--- config.mk ---
export PLATFORM = sky130hd
export DESIGN_NAME = qr_feeder
export DESIGN_NICKNAME = d
export VERILOG_FILES = /design/src/rtl/qr_feeder_pkg.sv /design/src/rtl/qr_row_buf.sv /design/src/rtl/qr_feeder.sv
export SDC_FILE = /design/constraint.sdc
export NUM_CORES = 2
export LEC_CHECK = 0
export ABC_AREA = 1
export BUFFER_PORTS_ARGS = -buffer_cell sky130_fd_sc_hd__buf_2
export CORE_MARGIN = 2
export CORE_UTILIZATION = 25
export DETAILED_ROUTE_END_ITERATION = 10
export PLACE_DENSITY = 0.46
export SKIP_LAST_GASP = 1
export SLEW_MARGIN = 10
export SYNTH_ARGS = -nofsm -noshare
export SYNTH_HDL_FRONTEND = slang
export SYNTH_SLANG_ARGS = --single-unit
--- constraint.sdc ---
create_clock -name clk -period 5.9 [get_ports clk]
set_input_delay 1.18 -clock clk [delete_from_list [all_inputs] [get_ports clk]]
set_output_delay 1.18 -clock clk [all_outputs]
set_load 0.02 [all_outputs]
--- src/rtl/qr_feeder_pkg.sv ---
// Shared types and sizing for the QR core feeder.
// Row layout and FSM states used by qr_feeder and qr_row_buf.
package qr_feeder_pkg;

  localparam int DW      = 13;
  localparam int N_IN    = 9;
  localparam int N_OUT   = 8;
  localparam int TIMEOUT = 100;

  typedef enum logic [2:0] {
    S_IDLE,
    S_LOAD,
    S_FEED,
    S_COLLECT,
    S_DRAIN
  } state_t;

  typedef struct packed {
    logic                 last_end;
    logic signed [DW-1:0] a;
    logic signed [DW-1:0] b;
    logic signed [DW-1:0] c;
    logic signed [DW-1:0] d;
  } row_t;

endpackage

--- src/rtl/qr_row_buf.sv ---
// Simple row store: one write port, one read port whose
// address is registered, so data follows the address by one edge.
module qr_row_buf #(
  parameter  int W     = 8,
  parameter  int DEPTH = 8,
  localparam int AW    = $clog2(DEPTH + 1)
) (
  input  logic          clk,
  input  logic          rst_n,
  input  logic          we_i,
  input  logic [AW-1:0] waddr_i,
  input  logic [W-1:0]  wdata_i,
  input  logic [AW-1:0] raddr_i,
  output logic [W-1:0]  rdata_o
);

  logic [W-1:0]  mem_q [1<<AW];
  logic [AW-1:0] raddr_q;

  always_ff @(posedge clk) begin
    if (we_i) mem_q[waddr_i] <= wdata_i;
  end

  always_ff @(posedge clk or negedge rst_n) begin
    if (!rst_n) raddr_q <= '0;
    else        raddr_q <= raddr_i;
  end

  assign rdata_o = mem_q[raddr_q];

endmodule

--- src/rtl/qr_feeder.sv ---
// Buffers one matrix from the host, streams it into the QR core,
// captures the result rows and lets the host drain them.
module qr_feeder #(
  parameter int N_IN    = qr_feeder_pkg::N_IN,
  parameter int N_OUT   = qr_feeder_pkg::N_OUT,
  parameter int TIMEOUT = qr_feeder_pkg::TIMEOUT,
  parameter int DW      = qr_feeder_pkg::DW
) (
  input  logic                 clk,
  input  logic                 reset,
  input  logic                 ld_valid,
  output logic                 ld_ready,
  input  logic                 ld_last_end,
  input  logic signed [DW-1:0] ld_A,
  input  logic signed [DW-1:0] ld_B,
  input  logic signed [DW-1:0] ld_C,
  input  logic signed [DW-1:0] ld_D,
  output logic signed [DW-1:0] qr_A,
  output logic signed [DW-1:0] qr_B,
  output logic signed [DW-1:0] qr_C,
  output logic signed [DW-1:0] qr_D,
  output logic                 qr_last_end,
  input  logic                 qr_value,
  input  logic signed [DW-1:0] qr_out_A,
  input  logic signed [DW-1:0] qr_out_B,
  input  logic signed [DW-1:0] qr_out_C,
  input  logic signed [DW-1:0] qr_out_D,
  input  logic                 qr_valid,
  input  logic                 qr_finish,
  output logic                 rd_valid,
  input  logic                 rd_ready,
  output logic signed [DW-1:0] rd_A,
  output logic signed [DW-1:0] rd_B,
  output logic signed [DW-1:0] rd_C,
  output logic signed [DW-1:0] rd_D,
  output logic                 busy,
  output logic                 done,
  output logic                 err_timeout,
  output logic                 err_overflow
);

  import qr_feeder_pkg::*;

  localparam int IW = $clog2(N_IN + 1);
  localparam int OW = $clog2(N_OUT + 1);
  localparam int CW = $clog2(TIMEOUT + 1);
  localparam logic [IW-1:0] NI      = IW'(N_IN);
  localparam logic [IW-1:0] NI_LAST = IW'(N_IN - 1);
  localparam logic [OW-1:0] NO      = OW'(N_OUT);
  localparam logic [CW-1:0] TO      = CW'(TIMEOUT);

  state_t          state_q, state_d;
  logic [IW-1:0]   wr_idx_q, wr_idx_d;
  logic [IW-1:0]   rd_idx_q, rd_idx_d;
  logic [OW-1:0]   cap_q, cap_d;
  logic [OW-1:0]   rd_ptr_q, rd_ptr_d;
  logic [CW-1:0]   cnt_q, cnt_d;
  row_t            qr_q, qr_d;
  row_t            ld_row, in_row;
  logic [4*DW-1:0] out_row;
  logic            done_q, done_d;
  logic            err_to_q, err_to_d;
  logic            err_ov_q, err_ov_d;
  logic            active, ld_fire, feed_fire, cap_fire;

  assign ld_ready  = (state_q == S_IDLE) || (state_q == S_LOAD);
  assign ld_fire   = ld_valid && ld_ready;
  assign active    = (state_q == S_FEED) || (state_q == S_COLLECT);
  assign feed_fire = (state_q == S_FEED) && qr_value && (rd_idx_q < NI);
  assign cap_fire  = active && qr_valid && (cap_q < NO);
  assign ld_row    = {ld_last_end, ld_A, ld_B, ld_C, ld_D};

  qr_row_buf #(.W($bits(row_t)), .DEPTH(N_IN)) u_in_buf (
    .clk     (clk),
    .rst_n   (reset),
    .we_i    (ld_fire),
    .waddr_i (wr_idx_q),
    .wdata_i (ld_row),
    .raddr_i (rd_idx_d),
    .rdata_o (in_row)
  );

  qr_row_buf #(.W(4*DW), .DEPTH(N_OUT)) u_out_buf (
    .clk     (clk),
    .rst_n   (reset),
    .we_i    (cap_fire),
    .waddr_i (cap_q),
    .wdata_i ({qr_out_A, qr_out_B, qr_out_C, qr_out_D}),
    .raddr_i (rd_ptr_d),
    .rdata_o (out_row)
  );

  always_comb begin
    state_d  = state_q;
    wr_idx_d = wr_idx_q;
    rd_idx_d = rd_idx_q;
    cap_d    = cap_q;
    rd_ptr_d = rd_ptr_q;
    cnt_d    = cnt_q;
    done_d   = 1'b0;
    err_to_d = err_to_q;
    err_ov_d = err_ov_q;
    // A tagged last row stays on the core bus; anything else idles at zero.
    qr_d     = qr_q.last_end ? qr_q : '0;
    if (feed_fire) begin
      qr_d     = in_row;
      rd_idx_d = rd_idx_q + 1'b1;
    end
    if (cap_fire) cap_d = cap_q + 1'b1;
    if (active && qr_valid && (cap_q == NO)) err_ov_d = 1'b1;
    unique case (state_q)
      S_IDLE, S_LOAD: begin
        if (ld_fire) begin
          wr_idx_d = wr_idx_q + 1'b1;
          if (state_q == S_IDLE) begin
            err_to_d = 1'b0;
            err_ov_d = 1'b0;
            state_d  = S_LOAD;
          end
          if (wr_idx_q == NI_LAST) begin
            state_d  = S_FEED;
            rd_idx_d = '0;
            cnt_d    = '0;
          end
        end
      end
      S_FEED, S_COLLECT: begin
        cnt_d = cnt_q + 1'b1;
        if (feed_fire && (rd_idx_q == NI_LAST)) state_d = S_COLLECT;
        if (qr_finish) begin
          state_d = S_DRAIN;
        end else if (cnt_d == TO) begin
          err_to_d = 1'b1;
          state_d  = S_DRAIN;
        end
      end
      S_DRAIN: begin
        if (rd_ptr_q < cap_q) begin
          if (rd_ready) rd_ptr_d = rd_ptr_q + 1'b1;
        end else begin
          done_d   = 1'b1;
          wr_idx_d = '0;
          rd_idx_d = '0;
          cap_d    = '0;
          rd_ptr_d = '0;
          state_d  = S_IDLE;
        end
      end
      default: state_d = S_IDLE;
    endcase
  end

  always_ff @(posedge clk or negedge reset) begin
    if (!reset) begin
      state_q  <= S_IDLE;
      wr_idx_q <= '0;
      rd_idx_q <= '0;
      cap_q    <= '0;
      rd_ptr_q <= '0;
      cnt_q    <= '0;
      qr_q     <= '0;
      done_q   <= 1'b0;
      err_to_q <= 1'b0;
      err_ov_q <= 1'b0;
    end else begin
      state_q  <= state_d;
      wr_idx_q <= wr_idx_d;
      rd_idx_q <= rd_idx_d;
      cap_q    <= cap_d;
      rd_ptr_q <= rd_ptr_d;
      cnt_q    <= cnt_d;
      qr_q     <= qr_d;
      done_q   <= done_d;
      err_to_q <= err_to_d;
      err_ov_q <= err_ov_d;
    end
  end

  assign qr_A         = qr_q.a;
  assign qr_B         = qr_q.b;
  assign qr_C         = qr_q.c;
  assign qr_D         = qr_q.d;
  assign qr_last_end  = qr_q.last_end;
  assign rd_valid     = (state_q == S_DRAIN) && (rd_ptr_q < cap_q);
  assign rd_A         = out_row[4*DW-1 -: DW];
  assign rd_B         = out_row[3*DW-1 -: DW];
  assign rd_C         = out_row[2*DW-1 -: DW];
  assign rd_D         = out_row[DW-1 -: DW];
  assign busy         = (state_q != S_IDLE);
  assign done         = done_q;
  assign err_timeout  = err_to_q;
  assign err_overflow = err_ov_q;

endmodule

==> run_summary.xml <==
<?xml version="1.0" encoding="UTF-8"?>
<metrics>
  <group name="global_route">
    <metric name="grt_antenna_before_repair" unit="">47</metric>
    <metric name="gr-total-overflow" unit="">0</metric>
    <metric name="use_met2" unit="%">21.4</metric>
    <metric name="global_route.usage.met1" unit="%">17.7</metric>
    <metric name="first_global_vias" unit="">45300</metric>
    <metric name="grt_util_met3" unit="%">2.39</metric>
    <metric name="top_usage_layer" unit="">met2</metric>
    <metric name="maximum_number_of_pins_on_one_net_before_global_route_repair" unit="">196</metric>
    <metric name="global_route.usage.total" unit="%">13.1</metric>
    <metric name="global_route_wire_length_before_repair" unit="mm">291</metric>
  </group>
  <group name="sta">
    <metric name="worst_slew_margin_rel" unit="%">21.7</metric>
    <metric name="post-route-min-period" unit="ns">5.10</metric>
    <metric name="final.period_utilization" unit="%">86.5</metric>
    <metric name="layout_setup_ws" unit="ns">0.796</metric>
    <metric name="final-setup-viol-count" unit="">0</metric>
    <metric name="slew_of_the_pin_with_the_lowest_slew_margin" unit="ns">1.17</metric>
    <metric name="timing_hold_violations_final" unit="">0</metric>
    <metric name="fin_skew" unit="ns">0.0604</metric>
    <metric name="grt_setup_unrepaired" unit="">false</metric>
    <metric name="drv_slew" unit="">0</metric>
    <metric name="totalNegativeSetupSlack" unit="ns">0</metric>
    <metric name="maxClockFrequency" unit="MHz">196</metric>
  </group>
  <group name="setup_path">
    <metric name="cp.arrival" unit="ns">3.92</metric>
    <metric name="worstSetupPathType" unit="">flop to primary output</metric>
    <metric name="crit_slowest_cell" unit="">sky130_fd_sc_hd__dfrtp_4</metric>
    <metric name="r2r_path_end" unit="">qr_D[9]</metric>
    <metric name="critical_path_data_required_time" unit="ns">4.72</metric>
    <metric name="timing.rr.start" unit="">u_in_buf.raddr_q[1]</metric>
    <metric name="timing.critical_path.to_type" unit="">primary output</metric>
    <metric name="cp_cell_sequence" unit="">buf_4 -&gt; nand2_1 -&gt; nand3_1 -&gt; nand2_1 -&gt; a31oi_1 -&gt; o21ai_0 -&gt; nand2_1 -&gt; buf_2</metric>
    <metric name="reg2reg_depth" unit="">9</metric>
    <metric name="critPathMaxFanout" unit="">90</metric>
    <metric name="critPathMostFrequentCell" unit="">sky130_fd_sc_hd__nand2_1</metric>
    <metric name="worst-r2r-setup-slack" unit="ns">2.14</metric>
    <metric name="maximum_cell_stage_delay_along_the_critical_path" unit="ns">1.03</metric>
    <metric name="critPathLaunchType" unit="">flop</metric>
  </group>
  <group name="clock_network">
    <metric name="cts_buffer_depth" unit="">4</metric>
    <metric name="ctsHoldBuffers" unit="">0</metric>
    <metric name="cts_resized" unit="">0</metric>
    <metric name="cts_buffers" unit="">199</metric>
    <metric name="clk_pin_slew" unit="ns">0.06</metric>
    <metric name="clock_tree_from_tritoncts" unit="">yes</metric>
    <metric name="clockRootBuffer" unit="">sky130_fd_sc_hd__clkbuf_16</metric>
    <metric name="h_tree_levels" unit="">4</metric>
    <metric name="post-cts-setup-buffers" unit="">0</metric>
    <metric name="clock-sinks" unit="">1762</metric>
    <metric name="clock_insertion_delay_worst_skew" unit="ns">0.86</metric>
  </group>
  <group name="synthesis">
    <metric name="yosys_warnings" unit="">0</metric>
    <metric name="synthesis.instances" unit="">6390</metric>
    <metric name="yosys_register_bits" unit="">1762</metric>
    <metric name="synth_edf_count" unit="">1680</metric>
    <metric name="ys_seq_area_share" unit="%">72.7</metric>
    <metric name="post-synth-top-area-fraction" unit="%">69.9</metric>
    <metric name="synth.area.top_cells" unit="">sky130_fd_sc_hd__edfxtp_1 (70%), sky130_fd_sc_hd__nand2_1 (9.9%), sky130_fd_sc_hd__nand3_1 (5.2%)</metric>
    <metric name="synth_top_cell_by_area" unit="">sky130_fd_sc_hd__edfxtp_1</metric>
    <metric name="netlist-cell-type-count" unit="">31</metric>
    <metric name="synth-main-ff-cell" unit="">sky130_fd_sc_hd__edfxtp_1</metric>
    <metric name="async_flop_share" unit="%">4.65</metric>
    <metric name="synthesis.area_per_instance" unit="µm²">11.3</metric>
    <metric name="post_synth_instance_area" unit="mm²">0.0722</metric>
  </group>
  <group name="placed_design">
    <metric name="pre_cts_ws" unit="ns">1.59</metric>
    <metric name="place_congestion" unit="">0.728</metric>
    <metric name="dpl_cell_area" unit="mm²">0.0791</metric>
    <metric name="dp_hpwl" unit="mm">97.8</metric>
    <metric name="io_buffers" unit="">222</metric>
    <metric name="dp.cells" unit="">10500</metric>
  </group>
  <group name="pwr">
    <metric name="max-vdd-ir-drop" unit="mV">0.367</metric>
    <metric name="final_total_power" unit="µW">36700</metric>
    <metric name="cellLeakagePower" unit="µW">0.0337</metric>
    <metric name="powerDensity" unit="mW/mm²">430</metric>
  </group>
  <group name="cells_and_area">
    <metric name="layout.nets" unit="">7095</metric>
    <metric name="area_growth" unit="%">18.4</metric>
    <metric name="layout.cells.most_common_list" unit="">sky130_fd_sc_hd__nand2_1 (1,902), sky130_fd_sc_hd__edfxtp_1 (1,680), sky130_fd_sc_hd__nand3_1 (755)</metric>
    <metric name="commonest_non_fill_non_tap_cell_in_the_layout" unit="">sky130_fd_sc_hd__nand2_1</metric>
    <metric name="instances_no_fill" unit="">10900</metric>
    <metric name="final_design_area_no_fill" unit="mm²">0.0854</metric>
    <metric name="layout.filler_cells" unit="">29500</metric>
    <metric name="layout-drive-gt1-share" unit="%">8.75</metric>
  </group>
  <group name="floorplanning">
    <metric name="chipWidth" unit="µm">541</metric>
    <metric name="fp.dieH" unit="µm">541</metric>
    <metric name="num_rows" unit="">197</metric>
    <metric name="die_area" unit="mm²">0.293</metric>
    <metric name="io_pins" unit="">223</metric>
    <metric name="effective_utilization_at_floorplan" unit="%">25.1</metric>
    <metric name="core_area" unit="mm²">0.288</metric>
  </group>
  <group name="drt">
    <metric name="detailedRoute.firstPassIterationCount" unit="">5</metric>
    <metric name="vias" unit="">46700</metric>
    <metric name="drcViolationCount" unit="">0</metric>
    <metric name="vias_per_cell" unit="">4.28</metric>
    <metric name="drtAntennaViolNets" unit="">0</metric>
    <metric name="wl" unit="mm">197</metric>
    <metric name="first_iter_violations" unit="">3499</metric>
    <metric name="detail_route.wl_per_cell" unit="µm">18.0</metric>
  </group>
  <group name="min_path">
    <metric name="hold_path_class" unit="">input pin to asynchronous set/reset pin</metric>
  </group>
  <group name="job">
    <metric name="max-cap-violations" unit="">0</metric>
  </group>
  <group name="outcome">
    <metric name="run_status" unit="">finished clean</metric>
  </group>
</metrics>
-- layer usage --
layer	wire length, µm	share of wire (%)
met1	90100	46
met2	91100	46
met3	10400	5.3
met4	5210	2.6
met5	189	0.096
-- cells by family (layout without fill, tap and decap cells) --
| kind of cell | count (synthesis) | after routing | share of synthesized area, % |
|---|---|---|---|
| AND/OR/NAND/NOR | 3032 | 3032 | 17.1 |
| flip-flops | 1762 | 1762 | 72.7 |
| buffers and inverters | 1029 | 1348 | 5.78 |
| AO/OA/AOI/OAI | 540 | 540 | 3.94 |
| adder cells (fa/ha/maj) | 15 | 15 | 0.260 |
| XOR/XNOR | 10 | 10 | 0.121 |
| other | 1 | 427 | 0.00520 |
| multiplexers | 1 | 1 | 0.0139 |
-- cells in the mapped netlist, types with 2 or more instances --
cell,n
sky130_fd_sc_hd__nand2_1,1902
sky130_fd_sc_hd__edfxtp_1,1680
sky130_fd_sc_hd__nand3_1,755
sky130_fd_sc_hd__inv_1,675
sky130_fd_sc_hd__nor2_1,357
sky130_fd_sc_hd__o21ai_0,303
sky130_fd_sc_hd__buf_2,151
sky130_fd_sc_hd__o21ai_1,119
sky130_fd_sc_hd__clkbuf_1,112
sky130_fd_sc_hd__a31oi_1,104
sky130_fd_sc_hd__dfrtp_1,82
sky130_fd_sc_hd__buf_1,54
sky130_fd_sc_hd__buf_4,24
sky130_fd_sc_hd__ha_1,15
sky130_fd_sc_hd__a21oi_1,10
sky130_fd_sc_hd__xor2_1,10
sky130_fd_sc_hd__inv_2,7
sky130_fd_sc_hd__nor3_1,7
sky130_fd_sc_hd__nand4_1,5
sky130_fd_sc_hd__buf_6,4
sky130_fd_sc_hd__nand2_2,2
sky130_fd_sc_hd__nor2_2,2
sky130_fd_sc_hd__o22ai_1,2
-- where the power goes --
part,switching (µW),internal (µW),leakage (µW),total [µW]
sequential,461,14600,0.0166,15000
combinational,7160,2600,0.0141,9760
clock,5040,6920,0.00305,12000
-- final cells by class --
cell class	instances	area [µm²]	area share, %
flip-flops and latches	1762	52500	61.5
multi-input cells	4014	17200	20.2
clock buffers	277	5480	6.42
well taps	3781	4730	5.54
inverters	684	2610	3.05
repair buffers	307	2040	2.39
clock inverters	80	776	0.908
diodes	11	27.5	0.0322
-- worst max-delay path: cells and delay by family, from the launching register on --
family | cells | cell delay, ns
compound gates | 2 | 0.29
buf+inv | 2 | 1.08
flops | 1 | 1.03
simple gates | 4 | 0.58
-- state kept, by name, summed over array words and instances, names as in the netlist --
signal and cells:
err_timeout 1, state_q 3, err_overflow 1, cap_q 4, u_out_buf.mem_q 832, u_in_buf.mem_q 848, qr_D 13, wr_idx_q 4
u_in_buf.raddr_q 4, u_out_buf.raddr_q 4, qr_A 13, qr_last_end 1, cnt_q 7, done 1, qr_B 13, qr_C 13
-- per-stage QoR --
stage	hold WS [ns]	util, %
after floorplan	0.446	-
after global placement	0.456	27.5
after detailed placement	0.461	27.5
after CTS	0.405	29.7
after global routing	0.463	29.7
final	0.468	29.7
-- worst max-delay path by stage --
stage                    startpoint  slack (ns)               endpoint  depth (start not counted)
2_1_floorplan              qr_valid        0.32  u_out_buf.mem_q[4][0]                          4
3_5_place_dp   u_out_buf.raddr_q[0]        1.59                rd_B[3]                          8
3_3_place_gp   u_out_buf.raddr_q[0]        1.59                rd_B[3]                          8
6_report       u_out_buf.raddr_q[0]        0.80                rd_B[3]                          8
5_1_grt        u_out_buf.raddr_q[0]        0.46                rd_B[3]                          8
4_1_cts        u_out_buf.raddr_q[0]        0.65                rd_B[3]                          8
Note: power is estimated with default switching activity, not from simulation.
